$ cat src/rtl/iic_table_writer.sv
// I2C master that walks an external register/data table and writes each entry to one slave
// as a 3-byte write (address+W, register, data), retrying on NACK and reporting exhaustion.
module iic_table_writer #(
   parameter int unsigned CLK_RATE_MHZ = 200,
   parameter int unsigned SCL_KHZ      = 100,
   parameter int unsigned NUM_REGS     = 22,
   parameter int unsigned IDX_W        = 5,
   parameter logic [6:0]  SLAVE_ADDR   = 7'h76,
   parameter int unsigned MAX_RETRIES  = 3,
   parameter int unsigned GAP_QTRS     = 4
) (
   input  logic             clk,
   input  logic             rst,
   input  logic             start,
   output logic [IDX_W-1:0] tbl_idx,
   input  logic [7:0]       tbl_reg,
   input  logic [7:0]       tbl_data,
   input  logic             sda_i,
   output logic             sda_oe,
   output logic             scl_oe,
   output logic             busy,
   output logic             done,
   output logic             error,
   output logic [IDX_W-1:0] err_idx
);

   localparam int unsigned QTR = CLK_RATE_MHZ * 1000 / (SCL_KHZ * 4);
   localparam int unsigned QW  = (QTR > 1) ? $clog2(QTR) : 1;
   localparam int unsigned GW  = $clog2(GAP_QTRS + 2);

   typedef enum logic [2:0] {
      StIdle, StStart, StByte, StAck, StStop, StGap, StDone, StError
   } state_e;

   state_e           state_q, state_d;
   logic [QW-1:0]    qcnt_q, qcnt_d;
   logic [1:0]       q_q, q_d;
   logic [2:0]       bit_q, bit_d;
   logic [1:0]       byte_q, byte_d;
   logic [7:0]       shift_q, shift_d;
   logic             ack_q, ack_d;
   logic             nack_q, nack_d;
   logic [3:0]       retry_q, retry_d;
   logic [IDX_W-1:0] idx_q, idx_d;
   logic [GW-1:0]    gap_q, gap_d;
   logic             busy_q, busy_d;
   logic             done_q, done_d;
   logic             error_q, error_d;
   logic [IDX_W-1:0] err_idx_q, err_idx_d;
   logic             sda_oe_q, sda_oe_d;
   logic             scl_oe_q, scl_oe_d;
   logic             tick;

   assign tick = (qcnt_q == QW'(QTR - 1));

   // Line drive for a given state/quarter, returned as {sda_oe, scl_oe}.
   function automatic logic [1:0] bus_drive(state_e st, logic [1:0] qq, logic bit_v);
      logic [1:0] d;
      d = 2'b00;
      unique case (st)
         StStart: d = {qq != 2'd0, qq == 2'd3};
         StByte:  d = {~bit_v, (qq == 2'd0) || (qq == 2'd3)};
         StAck:   d = {1'b0, (qq == 2'd0) || (qq == 2'd3)};
         StStop:  d = {qq <= 2'd1, qq == 2'd0};
         default: d = 2'b00;
      endcase
      return d;
   endfunction

   always_comb begin
      state_d   = state_q;
      qcnt_d    = qcnt_q;
      q_d       = q_q;
      bit_d     = bit_q;
      byte_d    = byte_q;
      shift_d   = shift_q;
      ack_d     = ack_q;
      nack_d    = nack_q;
      retry_d   = retry_q;
      idx_d     = idx_q;
      gap_d     = gap_q;
      busy_d    = busy_q;
      done_d    = 1'b0;
      error_d   = error_q;
      err_idx_d = err_idx_q;

      unique case (state_q)
         StIdle: begin
            if (start) begin
               state_d = StStart;
               idx_d   = '0;
               retry_d = '0;
               error_d = 1'b0;
               busy_d  = 1'b1;
               qcnt_d  = '0;
               q_d     = '0;
            end
         end
         StDone, StError: begin
            state_d = StIdle;
            qcnt_d  = '0;
            q_d     = '0;
         end
         default: begin
            qcnt_d = tick ? '0 : qcnt_q + QW'(1);
            if (tick) begin
               q_d = q_q + 2'd1;
               unique case (state_q)
                  StStart: begin
                     if (q_q == 2'd3) begin
                        shift_d = {SLAVE_ADDR, 1'b0};
                        byte_d  = '0;
                        bit_d   = '0;
                        nack_d  = 1'b0;
                        state_d = StByte;
                     end
                  end
                  StByte: begin
                     if (q_q == 2'd3) begin
                        shift_d = {shift_q[6:0], 1'b0};
                        bit_d   = bit_q + 3'd1;
                        if (bit_q == 3'd7) state_d = StAck;
                     end
                  end
                  StAck: begin
                     if (q_q == 2'd2) ack_d = sda_i;
                     if (q_q == 2'd3) begin
                        if (ack_q) begin
                           nack_d  = 1'b1;
                           state_d = StStop;
                        end else if (byte_q != 2'd2) begin
                           shift_d = (byte_q == 2'd0) ? tbl_reg : tbl_data;
                           byte_d  = byte_q + 2'd1;
                           bit_d   = '0;
                           state_d = StByte;
                        end else begin
                           state_d = StStop;
                        end
                     end
                  end
                  StStop: begin
                     if (q_q == 2'd3) begin
                        gap_d   = '0;
                        state_d = StGap;
                     end
                  end
                  StGap: begin
                     if (gap_q == GW'(GAP_QTRS - 1)) begin
                        // Quarter phase is free-running in GAP; realign for the next START.
                        q_d = '0;
                        if (nack_q && (retry_q < 4'(MAX_RETRIES))) begin
                           retry_d = retry_q + 4'd1;
                           state_d = StStart;
                        end else if (nack_q) begin
                           error_d   = 1'b1;
                           err_idx_d = idx_q;
                           busy_d    = 1'b0;
                           state_d   = StError;
                        end else if (idx_q == IDX_W'(NUM_REGS - 1)) begin
                           done_d  = 1'b1;
                           busy_d  = 1'b0;
                           state_d = StDone;
                        end else begin
                           idx_d   = idx_q + IDX_W'(1);
                           retry_d = '0;
                           state_d = StStart;
                        end
                     end else begin
                        gap_d = gap_q + GW'(1);
                     end
                  end
                  default: ;
               endcase
            end
         end
      endcase
   end

   assign {sda_oe_d, scl_oe_d} = bus_drive(state_d, q_d, shift_d[7]);

   always_ff @(posedge clk or posedge rst) begin
      if (rst) begin
         state_q   <= StIdle;
         qcnt_q    <= '0;
         q_q       <= '0;
         bit_q     <= '0;
         byte_q    <= '0;
         shift_q   <= '0;
         ack_q     <= 1'b0;
         nack_q    <= 1'b0;
         retry_q   <= '0;
         idx_q     <= '0;
         gap_q     <= '0;
         busy_q    <= 1'b0;
         done_q    <= 1'b0;
         error_q   <= 1'b0;
         err_idx_q <= '0;
         sda_oe_q  <= 1'b0;
         scl_oe_q  <= 1'b0;
      end else begin
         state_q   <= state_d;
         qcnt_q    <= qcnt_d;
         q_q       <= q_d;
         bit_q     <= bit_d;
         byte_q    <= byte_d;
         shift_q   <= shift_d;
         ack_q     <= ack_d;
         nack_q    <= nack_d;
         retry_q   <= retry_d;
         idx_q     <= idx_d;
         gap_q     <= gap_d;
         busy_q    <= busy_d;
         done_q    <= done_d;
         error_q   <= error_d;
         err_idx_q <= err_idx_d;
         sda_oe_q  <= sda_oe_d;
         scl_oe_q  <= scl_oe_d;
      end
   end

   assign tbl_idx = idx_q;
   assign sda_oe  = sda_oe_q;
   assign scl_oe  = scl_oe_q;
   assign busy    = busy_q;
   assign done    = done_q;
   assign error   = error_q;
   assign err_idx = err_idx_q;

endmodule

$ cat config.mk
export PLATFORM = sky130hd
export DESIGN_NAME = iic_table_writer
export DESIGN_NICKNAME = d
export VERILOG_FILES = /design/src/rtl/iic_table_writer.sv
export SDC_FILE = /design/constraint.sdc
export NUM_CORES = 1
export LEC_CHECK = 0
export ABC_AREA = 1
export ABC_CLOCK_PERIOD_IN_PS = 3000
export BUFFER_PORTS_ARGS = -buffer_cell sky130_fd_sc_hd__buf_2
export CORE_UTILIZATION = 25
export CTS_CLUSTER_SIZE = 20
export DETAILED_ROUTE_END_ITERATION = 7
export REMOVE_ABC_BUFFERS = 1
export SYNTH_ARGS = -nofsm -noshare
export SYNTH_HDL_FRONTEND = slang
export SYNTH_SLANG_ARGS = --single-unit
$ cat constraint.sdc
create_clock -name clk -period 3 [get_ports clk]
set_input_delay 0.15 -clock clk [delete_from_list [all_inputs] [get_ports clk]]
set_output_delay 0.15 -clock clk [all_outputs]
set_load 0.02 [all_outputs]
==> impl_summary.txt, run 1 <==
----------------------------------------------------
[Synthesis]
  Library cells used by synthesis ... 36
  Avg Cell Area, Syn ... 7.71 um2
  Area fraction of the dominant cell type after synthesis ... 42.3%
  Synthesis Warnings ... 0
  Number of synthesized flops with an enable pin ... 0
  Simple-Gate Fraction of Synth Area ... 30.1%
  FFs w/ async S/R, synth ... 100%
  Most used standard cells in the synthesized netlist ... nand2_1, dfrtp_1, inv_1
  Combinational family with the most area after synthesis ... simple AND/OR/NAND/NOR gates
  Synth Area in Adders ... 6.23%
  Register bit total from synthesis ... 51
  Leading cell type by number of instances after synthesis ... nand2_1
  Main synth FF type ... dfrtp_1
  Synth Area in Compound Gates ... 12.0%
  Syn Inst Count ... 391
  Fraction of synthesized cell area in xor and xnor cells ... 1.16%
  Cell accounting for the most synthesized area ... dfrtp_1
  Syn Std Cell Area ... 0.00301 mm2
  Cell types occupying the most area after synthesis ... dfrtp_1, nand2_1, ha_1
  Multiplexer share of the synthesized area ... 0.374%
  Proportion of synthesized chip area in sequential cells ... 42.3%

[Setup path]
  Worst path max stage delay ... 0.39 ns
  Crit start category ... flop
  Largest driver fanout on the critical path ... 7
  Classification of the worst setup path ... reg2reg
  Kind of end point of the critical path ... flop
  Cell type group with the largest total delay on the critical path ... simple AND/OR/NAND/NOR gates
  Launch point of the worst reg-to-reg path ... qcnt_q[0]
  CP arrival ... 2.52 ns
  Number of buffers and inverters on the critical path ... 1
  Crit path cell chain ... ha_1 > nand2_1 > nor2_1 > nand2_2 > nor2_4 > nand2_1 > o21ai_0 > inv_1 > ha_1 > nor2_1 > nand2_1 > nand3_1
  Critical path data required time ... 3.23 ns
  Cell seen most often among critical-path stages ... nand2_1
  Library cell contributing the largest single delay on the critical path ... dfrtp_1
  Startpoint of the most critical setup path ... qcnt_q[0]

[Placement]
  Placed wire-length estimate after detailed placement ... 5230 um
  Number of placed cells counting well taps ... 564
  Gpl congestion ... 0.875
  Port Buf Inserts ... 34
  Cell Area, Placed ... 0.00333 mm2

[Layout]
  Final non-filler cell total ... 572
  Share of final-layout standard cells stronger than drive strength 1 ... 17.7%
  Antenna cell count ... 0
  Layout Area Growth over Synthesis ... 15.6%
  Share of the core filled with cells in the final layout ... 30.1%
  Design Area, Final ... 0.00348 mm2
  Total number of nets in the final design ... 463

[Global routing]
  Total gr overflow ... 0
  Vias in the first global route ... 2,632
  All-layer global routing usage ... 11.6%
  Antenna violations before repair ... 0
  Pin count of the biggest net entering global routing ... 52
  Global-route wire length before repair ... 11,800 um

[STA]
  Post-layout min period ... 2.29 ns
  Clock Skew ... 0.00133 ns
  Sum Neg Setup Slack ... 0 ns
  Period utilization ... 76.5%
  Fin. max-slew vios ... 0
  Final count of hold timing violations ... 0
  Transition time of the tightest slew-check pin ... 1.06 ns
  Worst hold slack after final layout ... 0.113 ns
  Max-Slew Margin vs Limit ... 29.0%
  Achievable clock frequency ... 0.436 GHz
  RSZ-0062 raised after global routing ... no
  Final number of setup-violating endpoints ... 0

[Clock network]
  Number of instances resized during post-cts repair ... 0
  CTS tree ... built
  Maximum number of buffers from clock root to sink ... 2
  Total clock buffers created by CTS ... 5
  Number of hold buffers added after cts ... 0
  Clock latency of the later-clocked register in the worst-skew pair ... 0.29 ns
  Number of H-tree branching levels ... 2
  Setup Buffers After CTS ... 0
  Clock sink count ... 51
  Clock slew at reported path FFs ... 0.06 ns
  Clock tree root driver cell ... clkbuf_16

[Drt]
  Highest metal layer with signal wires ... met4
  Via count ... 2,595
  Number of detailed-route iterations in the first pass ... 4
  Vias per cell ... 4.54
  Routed wire length per instance ... 11.8 um
  1st-iter DRT viols ... 77
  Routed metal-1 wirelength ... 3040 um
  Final ANT Viol Nets ... 0
  Final Routed Wirelength ... 6740 um
  Detail Route met3 WL ... 177 um
  Final routed DRC violation total ... 0
  Met2 WL ... 3320 um

[Worst hold path]
  Startpoint of the tightest hold check path ... sda_i
  Min-delay worst type ... in2reg

[Flow run]
  Max Cap Violations ... 0

[Die]
  Site row count ... 39
  Ports placed on the boundary ... 35
  Core Region ... 0.0116 mm2
  Die footprint ... 0.0125 mm2
  Die extent in x ... 112 um
  Initial core utilization ... 26.1%
  Die Y ... 112 um

[Status]
  Run status ... completed

[Power]
  Maximum ir drop on the vdd rail ... 0.000181 V
  PwrDens ... 378 mW/mm2
  Lkg Pwr ... 1.76 nW

----------------------------------------------------
==> layout make-up <==
type	instances	area, um2
sequential	51	1280
clock buffer	8	156
multi-input combinational	284	1510
tap	143	179
timing repair buffer	34	170
fill	1197	8080
inverter	52	198
==> metrics by stage <==
stage	setup slack (ns)	power, mW
finish	0.705	1.32
detailed placement	0.697	0.735
floorplan	0.968	0.717
global route	0.448	1.36
CTS	0.678	1.33
global placement	0.794	0.735
==> state kept, by name, indices dropped and copies added, names as in the netlist <==
name,cells
sda_oe,1
nack_q,1
scl_oe,1
shift_q,8
busy,1
qcnt_q,9
retry_q,4
ack_q,1
bit_q,3
done,1
byte_q,2
error,1
gap_q,3
state_q,3
err_idx,5
q_q,2
tbl_idx,5
==> where the power goes <==
part | internal (mW) | total, mW | switching (mW) | leakage (nW)
combinational | 0.0111 | 0.0316 | 0.0205 | 1.09
sequential | 0.688 | 0.689 | 0.000654 | 0.591
clock | 0.355 | 0.596 | 0.240 | 0.0772
total | 1.05 | 1.32 | 0.262 | 1.76
==> final timing paths <==
path,to,slack (ns),cells past startpoint
max,scl_oe,0.71,12
min reg2reg,retry_q[3],0.47,2
max in group asynchronous,shift_q[7],2.22,2
max reg2reg,scl_oe,0.71,12
min,ack_q,0.11,2
min in group asynchronous,err_idx[3],0.13,2
==> placed cells by master (no fill, tap or decap), types with 2 or more instances in the layout <==
cell type and instances:
clkbuf_8 2, ha_1 15, nand4_1 5, dfrtp_1 51
inv_1 44, clkbuf_16 5, buf_2 34, a21oi_1 21
o2111ai_1 2, xor2_1 4, nand2_1 104, nand2_2 12
nor2_1 41, o21ai_0 22, nor2_4 4, a211oi_1 2
nor2_2 5, nand3_1 28, a32o_1 3, a31oi_1 2
inv_2 7
==> cell families after synthesis <==
group | Yosys count
xor gates and xnor gates | 4
and+or+nand+nor | 204
AOI/OAI and AO/OA | 60
adders and majority gates | 15
muxes | 1
DFF | 51
buffers and inverters | 56
==> metal layers <==
| metal | track usage, % | vias up |
|---|---|---|
| li1 | - | 1333 |
| met1 | 13.5 | 1211 |
| met2 | 20.5 | 36 |
| met3 | 2.07 | 15 |
| met4 | 5.32 | 0 |
| met5 | 0 | - |
Power figures use the tool's default switching activity.
==> run 2: changes to the inputs <==
--- a/config.mk
+++ b/config.mk
@@ -5,8 +5,8 @@
 export SDC_FILE = /design/constraint.sdc
 export NUM_CORES = 1
 export LEC_CHECK = 0
-export ABC_AREA = 1
-export ABC_CLOCK_PERIOD_IN_PS = 3000
+export ABC_AREA = 0
+export ABC_CLOCK_PERIOD_IN_PS = 2000
 export BUFFER_PORTS_ARGS = -buffer_cell sky130_fd_sc_hd__buf_2
 export CORE_UTILIZATION = 25
 export CTS_CLUSTER_SIZE = 20
==> constraint.sdc (replaced) <==
create_clock -name clk -period 2 [get_ports clk]
set_input_delay 0.1 -clock clk [delete_from_list [all_inputs] [get_ports clk]]
set_output_delay 0.1 -clock clk [all_outputs]
set_load 0.02 [all_outputs]
==> impl_summary.txt, run 2 <==
----------------------------------------------------
[Status]
  Run status ... complete, but fails checks
  Violations in the final reports ... design-rule violations, negative setup slack

[Synthesis]
  Proportion of synthesized chip area in sequential cells ... 42.2% (-0.14 points)
  Main synth FF type ... dfrtp_1
  Most used standard cells in the synthesized netlist ... dfrtp_1, nor2_1, nand2_1
  FFs w/ async S/R, synth ... 100% (unchanged)
  Synthesis Warnings ... 0 (unchanged)
  Area fraction of the dominant cell type after synthesis ... 42.2% (-0.14 points)
  Cell types occupying the most area after synthesis ... dfrtp_1, ha_1, nor2_1
  Cell accounting for the most synthesized area ... dfrtp_1
  Syn Inst Count ... 307 (-21%)
  Register bit total from synthesis ... 51 (unchanged)
  Avg Cell Area, Syn ... 9.85 um2 (+28%)
  Syn Std Cell Area ... 0.00302 mm2 (+0.33%)
  Library cells used by synthesis ... 67 (+86%)
  Leading cell type by number of instances after synthesis ... dfrtp_1
  Number of synthesized flops with an enable pin ... 0 (unchanged)

[Power]
  PwrDens ... 610 mW/mm2 (+62%)
  Total power of the final layout ... 2.58 mW (+96%)
  Lkg Pwr ... 2.01 nW (+15%)
  Maximum ir drop on the vdd rail ... 0.000323 V (+79%)

[Layout]
  Most common library cell in the layout ignoring fill and taps ... buf_4
  Multi-input logic area ... 0.00173 mm2 (+15%)
  Number of flip-flops in the largest register ... 9 (unchanged)
  Total number of nets in the final design ... 452 (-2.4%)
  Top flop regs ... qcnt_q: 9 flops, shift_q: 8 flops
  Filler cell count ... 1,129 (-5.7%)
  Commonest cells after routing, fill and taps aside ... buf_4, dfrtp_1, buf_2, nor2_1, nand2_1
  Most flop-heavy register ... qcnt_q
  Design Area, Final ... 0.00423 mm2 (+21%)
  Layout Area Growth over Synthesis ... 39.8%
  Combined flip-flop and latch cell area ... 0.00128 mm2 (about the same)
  Share of final-layout standard cells stronger than drive strength 1 ... 41.1% (+23 points)
  Antenna cell count ... 0 (unchanged)

[STA]
  Clock Skew ... 0.00597 ns (+0.00463 ns)
  Period utilization ... 115% (+39 points)
  Fin. max-slew vios ... 0 (unchanged)
  RSZ-0062 raised after global routing ... yes
  Final count of hold timing violations ... 0 (unchanged)
  Fin worst setup slack ... -0.308 ns (-1.01 ns)
  Achievable clock frequency ... 0.433 GHz (-0.55%)
  Post-layout min period ... 2.31 ns (+0.0127 ns)
  Max-Slew Margin vs Limit ... 63.8% (+35 points)
  Transition time of the tightest slew-check pin ... 0.542 ns (-0.522 ns)
  Final number of setup-violating endpoints ... 2 (+2)

[Drt]
  Final routed DRC violation total ... 2 (+2)
  1st-iter DRT viols ... 129 (+68%)
  Number of detailed-route iterations in the first pass ... 6 (+2)
  Routed wire length per instance ... 13.7 um (+17%)
  Vias per cell ... 4.83 (+6.5%)
  Final ANT Viol Nets ... 0 (unchanged)
  Final Routed Wirelength ... 7700 um (+14%)
  Via count ... 2,710 (+4.4%)

[Clock network]
  Clock sink count ... 51 (unchanged)
  CTS tree ... built
  Number of H-tree branching levels ... 2 (unchanged)
  Clock slew at reported path FFs ... 0.06 ns (about the same)
  Clock latency of the later-clocked register in the worst-skew pair ... 0.29 ns (about the same)
  Clock tree root driver cell ... clkbuf_16
  Maximum number of buffers from clock root to sink ... 2 (unchanged)
  Total clock buffers created by CTS ... 5 (unchanged)

[Global routing]
  Vias in the first global route ... 2,659 (+1.0%)
  Total gr overflow ... 0 (unchanged)
  Global-route wire length before repair ... 12,600 um (+7.2%)
  Antenna violations before repair ... 0 (unchanged)
  Pin count of the biggest net entering global routing ... 29 (-44%)
  All-layer global routing usage ... 12.2% (+0.68 points)

[Placement]
  Port Buf Inserts ... 34 (unchanged)
  Placed wire-length estimate after detailed placement ... 5700 um (+9.0%)
  Post-place setup slack ... -0.406 ns (-1.10 ns)
  Cell Area, Placed ... 0.00385 mm2 (+16%)
  Gpl congestion ... 0.832 (-5.0%)

[Setup path]
  Classification of the worst setup path ... reg2reg
  Critical path data required time ... 2.17 ns (-1.06 ns)
  Crit start category ... flop
  Kind of end point of the critical path ... flop
  Largest driver fanout on the critical path ... 3 (-4)
  CP arrival ... 2.48 ns (-0.04 ns)

[Die]
  Die Y ... 112 um (+0.17%)
  Die extent in x ... 112 um (+0.17%)
  Site row count ... 39 (unchanged)
  Initial core utilization ... 26.0% (about the same)
  Die footprint ... 0.0125 mm2 (+0.33%)
  Ports placed on the boundary ... 35 (unchanged)
  Core Region ... 0.0116 mm2 (+0.42%)

[Worst hold path]
  Min-delay worst type ... in2reg

[Flow run]
  Max Cap Violations ... 0 (unchanged)

----------------------------------------------------
run 2: changes by cell type in the layout (fill, tap and decap cells not counted), moves of 5 or more:
cell / before / now
nand2_1: 104 / 24
nor2_1: 41 / 30
nand3_1: 28 / 8
a21oi_1: 21 / 13
mux2i_1: 0 / 10
inv_2: 7 / 2
nand2_2: 12 / 0
o21ai_0: 22 / 16
buf_4: 0 / 76
mux2_2: 1 / 8
inv_1: 44 / 17
run 2: logic make-up (layout without fill, tap and decap cells):
logic type | Yosys count | count (layout) | share of synthesized area [%]
AND/OR/NAND/NOR | 116 | 116 | 22.1
AO/OA/AOI/OAI | 64 | 64 | 14.8
flip-flops | 51 | 51 | 42.2
buffers and inverters | 32 | 143 | 4.96
multiplexers | 21 | 21 | 7.41
adder cells (fa/ha/maj) | 15 | 15 | 6.21
XOR/XNOR | 8 | 8 | 2.32
run 2: what timing repair did:
item,CTS,global route
gates cloned,0,1
hold endpoints to repair,23,0
hold buffers,1,0
endpoints found under the setup margin,13,19
pin swaps,8,7
setup buffers,6,3
resized for setup,13,22
run 2: path summary, 6_finish.rpt:
kind                                  from    endpoint  slack (ns)  depth (start not counted)
worst min register to register  err_idx[2]  err_idx[2]        0.49                          1
worst max register to register   qcnt_q[0]      scl_oe       -0.31                         11
worst min-delay path                 sda_i       ack_q        0.05                          2
worst max-delay path             qcnt_q[0]      scl_oe       -0.31                         11
max in group asynchronous              rst      nack_q        1.07                          4
min in group asynchronous              rst  shift_q[2]        0.40                          3
run 2: critical path, stage by stage (launching register included):
cell       delay [ns]
dfrtp_1          0.39
ha_4             0.16
nand4bb_4        0.15
nor2_4           0.16
buf_4            0.14
o32a_1           0.20
o32a_1           0.25
buf_4            0.15
inv_1            0.05
ha_1             0.17
nor4b_2          0.16
a211o_1          0.22
run 2: stage by stage:
stage | hold WS, ns | util [%] | TNS (ns) | instances
6_report | 0.0534 | 36.4 | -0.600 | 561
5_1_grt | 0.0541 | 36.4 | -1.33 | 561
3_5_place_dp | 0.175 | 33.1 | -0.750 | 543
4_1_cts | 0.0584 | 35.4 | -0.436 | 558
3_3_place_gp | 0.168 | 33.1 | -0.602 | 543
2_1_floorplan | 0.250 | - | -2.28 | 294
run 2: power by group:
part / total (mW) / internal (mW) / leakage, nW / switching, mW
Sequential: 1.17 / 1.11 / 0.639 / 0.0558
Combinational: 0.538 / 0.292 / 1.30 / 0.246
Clock: 0.873 / 0.500 / 0.0731 / 0.373
run 2: per-layer routing:
| layer | global-route usage [%] | vias to the layer above | wire, um |
|---|---|---|---|
| met4 | 2.13 | 0 | 46 |
| met1 | 16.0 | 1324 | 3520 |
| met2 | 21.1 | 50 | 3850 |
| li1 | - | 1330 | - |
| met3 | 2.40 | 6 | 276 |
| met5 | 0 | - | 0 |
run 2: area by class of cell:
class                      count  share of cell area [%]
timing repair buffer         116                    19.3
multi-input combinational    224                    40.9
inverter                      19                    1.69
clock inverter                 2                   0.385
tap                          143                    4.23
clock buffer                   6                    3.29
sequential                    51                    30.2
==> run 3: changes to the inputs <==
--- a/config.mk
+++ b/config.mk
@@ -6,7 +6,7 @@
 export NUM_CORES = 1
 export LEC_CHECK = 0
 export ABC_AREA = 0
-export ABC_CLOCK_PERIOD_IN_PS = 2000
+export ABC_CLOCK_PERIOD_IN_PS = 3000
 export BUFFER_PORTS_ARGS = -buffer_cell sky130_fd_sc_hd__buf_2
 export CORE_UTILIZATION = 25
 export CTS_CLUSTER_SIZE = 20
==> constraint.sdc (replaced) <==
create_clock -name clk -period 3 [get_ports clk]
set_input_delay 0.45 -clock clk [delete_from_list [all_inputs] [get_ports clk]]
set_output_delay 0.45 -clock clk [all_outputs]
set_load 0.02 [all_outputs]
==> impl_summary.txt, run 3 (synthesis results as in run 2) <==
----------------------------------------------------
[Setup path]
  Cell type group with the largest total delay on the critical path ... simple AND/OR/NAND/NOR gates
  Cell seen most often among critical-path stages ... ha_1
  R2R Path End ... sda_oe
  Largest driver fanout on the critical path ... 6 (+3)
  CP arrival ... 2.85 ns (+0.37 ns)
  Library cell contributing the largest single delay on the critical path ... or4_1
  Kind of end point of the critical path ... flop
  Launch point of the worst reg-to-reg path ... qcnt_q[0]
  Startpoint of the most critical setup path ... qcnt_q[0]
  Crit path cell chain ... ha_1 > nand4bb_4 > nor2_1 > and3_2 > nand2b_1 > mux2_2 > ha_1 > or4_1 > o211ai_1
  Classification of the worst setup path ... reg2reg
  Worst path max stage delay ... 0.52 ns (+0.13 ns)
  Register-to-register setup slack ... 0.35 ns (+0.66 ns)
  Crit start category ... flop
  Depth of the most critical reg-to-reg path ... 9 (-2)
  Critical path data required time ... 3.20 ns (+1.03 ns)
  Number of buffers and inverters on the critical path ... 0 (-3)

[Drt]
  Number of detailed-route iterations in the first pass ... 8 (+2)
  Via count ... 2,386 (-12%)
  Routed wire length per instance ... 13.3 um (-3.4%)
  1st-iter DRT viols ... 199 (+54%)
  Vias per cell ... 4.93 (+2.1%)
  Final Routed Wirelength ... 6420 um (-17%)
  Final ANT Viol Nets ... 0 (unchanged)
  Final routed DRC violation total ... 2 (unchanged)

[Layout]
  Share of final-layout standard cells stronger than drive strength 1 ... 23.5% (-18 points)
  Multi-input logic area ... 0.00160 mm2 (-7.5%)
  Total number of nets in the final design ... 375 (-17%)
  Filler cell count ... 1,220 (+8.1%)
  Antenna cell count ... 0 (unchanged)
  Number of flip-flops in the largest register ... 9 (unchanged)
  Top flop regs ... qcnt_q: 9 flops, shift_q: 8 flops
  Most flop-heavy register ... qcnt_q
  Commonest cells after routing, fill and taps aside ... dfrtp_1, buf_2, nor2_1, nand2_1
  Layout Area Growth over Synthesis ... 15.5%
  Design Area, Final ... 0.00349 mm2 (-17%)
  Combined flip-flop and latch cell area ... 0.00128 mm2 (about the same)
  Most common library cell in the layout ignoring fill and taps ... dfrtp_1

[Worst hold path]
  Worst Hold Path Cells ... 2 (unchanged)
  Sink of the worst hold path ... ack_q
  Startpoint of the tightest hold check path ... sda_i
  Min-delay worst type ... in2reg

[Die]
  Die extent in x ... 112 um (unchanged)
  Core Region ... 0.0116 mm2 (unchanged)
  Ports placed on the boundary ... 35 (unchanged)
  Die Y ... 112 um (unchanged)
  Site row count ... 39 (unchanged)
  Die footprint ... 0.0125 mm2 (unchanged)
  Initial core utilization ... 26.0% (unchanged)

[Clock network]
  Setup Buffers After CTS ... 0 (-6)
  Clock tree root driver cell ... clkbuf_16
  Number of instances resized during post-cts repair ... 0 (-13)
  CTS tree ... built
  Clock slew at reported path FFs ... 0.07 ns (about the same)
  Number of H-tree branching levels ... 2 (unchanged)
  Clock sink count ... 51 (unchanged)
  Maximum number of buffers from clock root to sink ... 2 (unchanged)
  Total clock buffers created by CTS ... 5 (unchanged)
  Number of hold buffers added after cts ... 0 (-1)
  Clock latency of the later-clocked register in the worst-skew pair ... 0.29 ns (about the same)

[STA]
  Final number of setup-violating endpoints ... 0 (-2)
  Period utilization ... 88.4% (-27 points)
  Achievable clock frequency ... 0.377 GHz (-13%)
  Clock Skew ... 0.00752 ns (+0.00155 ns)
  Final count of hold timing violations ... 0 (unchanged)
  Transition time of the tightest slew-check pin ... 1.04 ns (+0.503 ns)
  Sum Neg Setup Slack ... 0 ns (+0.600 ns)
  Max-Slew Margin vs Limit ... 30.3% (-34 points)
  RSZ-0062 raised after global routing ... no
  Fin. max-slew vios ... 0 (unchanged)
  Post-layout min period ... 2.65 ns (+0.345 ns)

[Global routing]
  Total gr overflow ... 0 (unchanged)
  Pin count of the biggest net entering global routing ... 52 (+79%)
  All-layer global routing usage ... 10.9% (-1.4 points)
  Antenna violations before repair ... 0 (unchanged)
  Vias in the first global route ... 2,320 (-13%)
  Global-route wire length before repair ... 11,000 um (-12%)

[Power]
  PwrDens ... 461 mW/mm2 (-24%)
  Lkg Pwr ... 1.62 nW (-19%)
  Fraction of power spent switching nets ... 25.8% (-0.36 points)
  Sequential power share ... 50.0% (+4.7 points)
  Design internal power ... 1.19 mW (-37%)
  Clock network power share ... 37.3% (+3.4 points)
  Maximum ir drop on the vdd rail ... 0.000240 V (-26%)
  Sw power ... 0.416 mW (-38%)
  Combinational share of power ... 12.7% (-8.2 points)

[Placement]
  Port Buf Inserts ... 34 (unchanged)
  Placed wire-length estimate after detailed placement ... 4800 um (-16%)
  Cell Area, Placed ... 0.00333 mm2 (-13%)
  Gpl congestion ... 0.866 (+4.1%)

[Flow run]
  Max Cap Violations ... 0 (unchanged)

[Status]
  Run status ... complete, but fails checks
  Violations in the final reports ... design-rule violations

----------------------------------------------------
==> run 3: how the worst max path moves through the flow <==
stage,to,slack (ns),cells past startpoint
final,sda_oe,0.35,9
after detailed placement,sda_oe,0.41,9
after global routing,sda_oe,0.18,9
after global placement,sda_oe,0.46,7
after floorplan,sda_oe,0.23,9
after CTS,sda_oe,0.37,9
==> run 3: power groups by stage <==
stage	registers, mW	logic (mW)	clock network [mW]
5_1_grt	0.815	0.238	0.649
3_3_place_gp	0.812	0.203	0
3_5_place_dp	0.817	0.208	0
4_1_cts	0.804	0.209	0.615
6_report	0.806	0.204	0.600
2_1_floorplan	0.811	0.152	0
==> run 3: final cells by class <==
class / count / area share (%)
Clock inverter: 1 / 0.215
Tap cell: 143 / 5.12
Sequential cell: 51 / 36.5
Multi-Input combinational cell: 224 / 45.8
Inverter: 19 / 2.04
Clock buffer: 7 / 4.37
Timing Repair Buffer: 39 / 5.95
==> run 3: metal layers <==
layer | GRT usage [%] | share of wire (%)
met4 | 3.11 | 1.1
met2 | 17.0 | 46
met5 | 0 | 0
met3 | 2.40 | 4.8
met1 | 15.0 | 48
==> run 3: metrics by stage <==
step / utilization (%) / setup WS [ns] / instances / hold slack [ns] / total power, mW
after floorplan: - / 0.235 / 294 / 0.461 / 0.963
after global placement: 28.7 / 0.461 / 476 / 0.456 / 1.01
after detailed placement: 28.7 / 0.414 / 476 / 0.466 / 1.02
after CTS: 30.1 / 0.371 / 484 / 0.411 / 1.63
after global routing: 30.1 / 0.183 / 484 / 0.412 / 1.70
final: 30.1 / 0.348 / 484 / 0.414 / 1.61
==> run 3: worst reg2reg max path, stage by stage (launching register included) <==
cell       delay (ns)
dfrtp_1          0.41
ha_1             0.25
nand4bb_4        0.13
nor2_1           0.28
and3_2           0.32
nand2b_1         0.07
mux2_2           0.28
ha_1             0.21
or4_1            0.52
o211ai_1         0.11
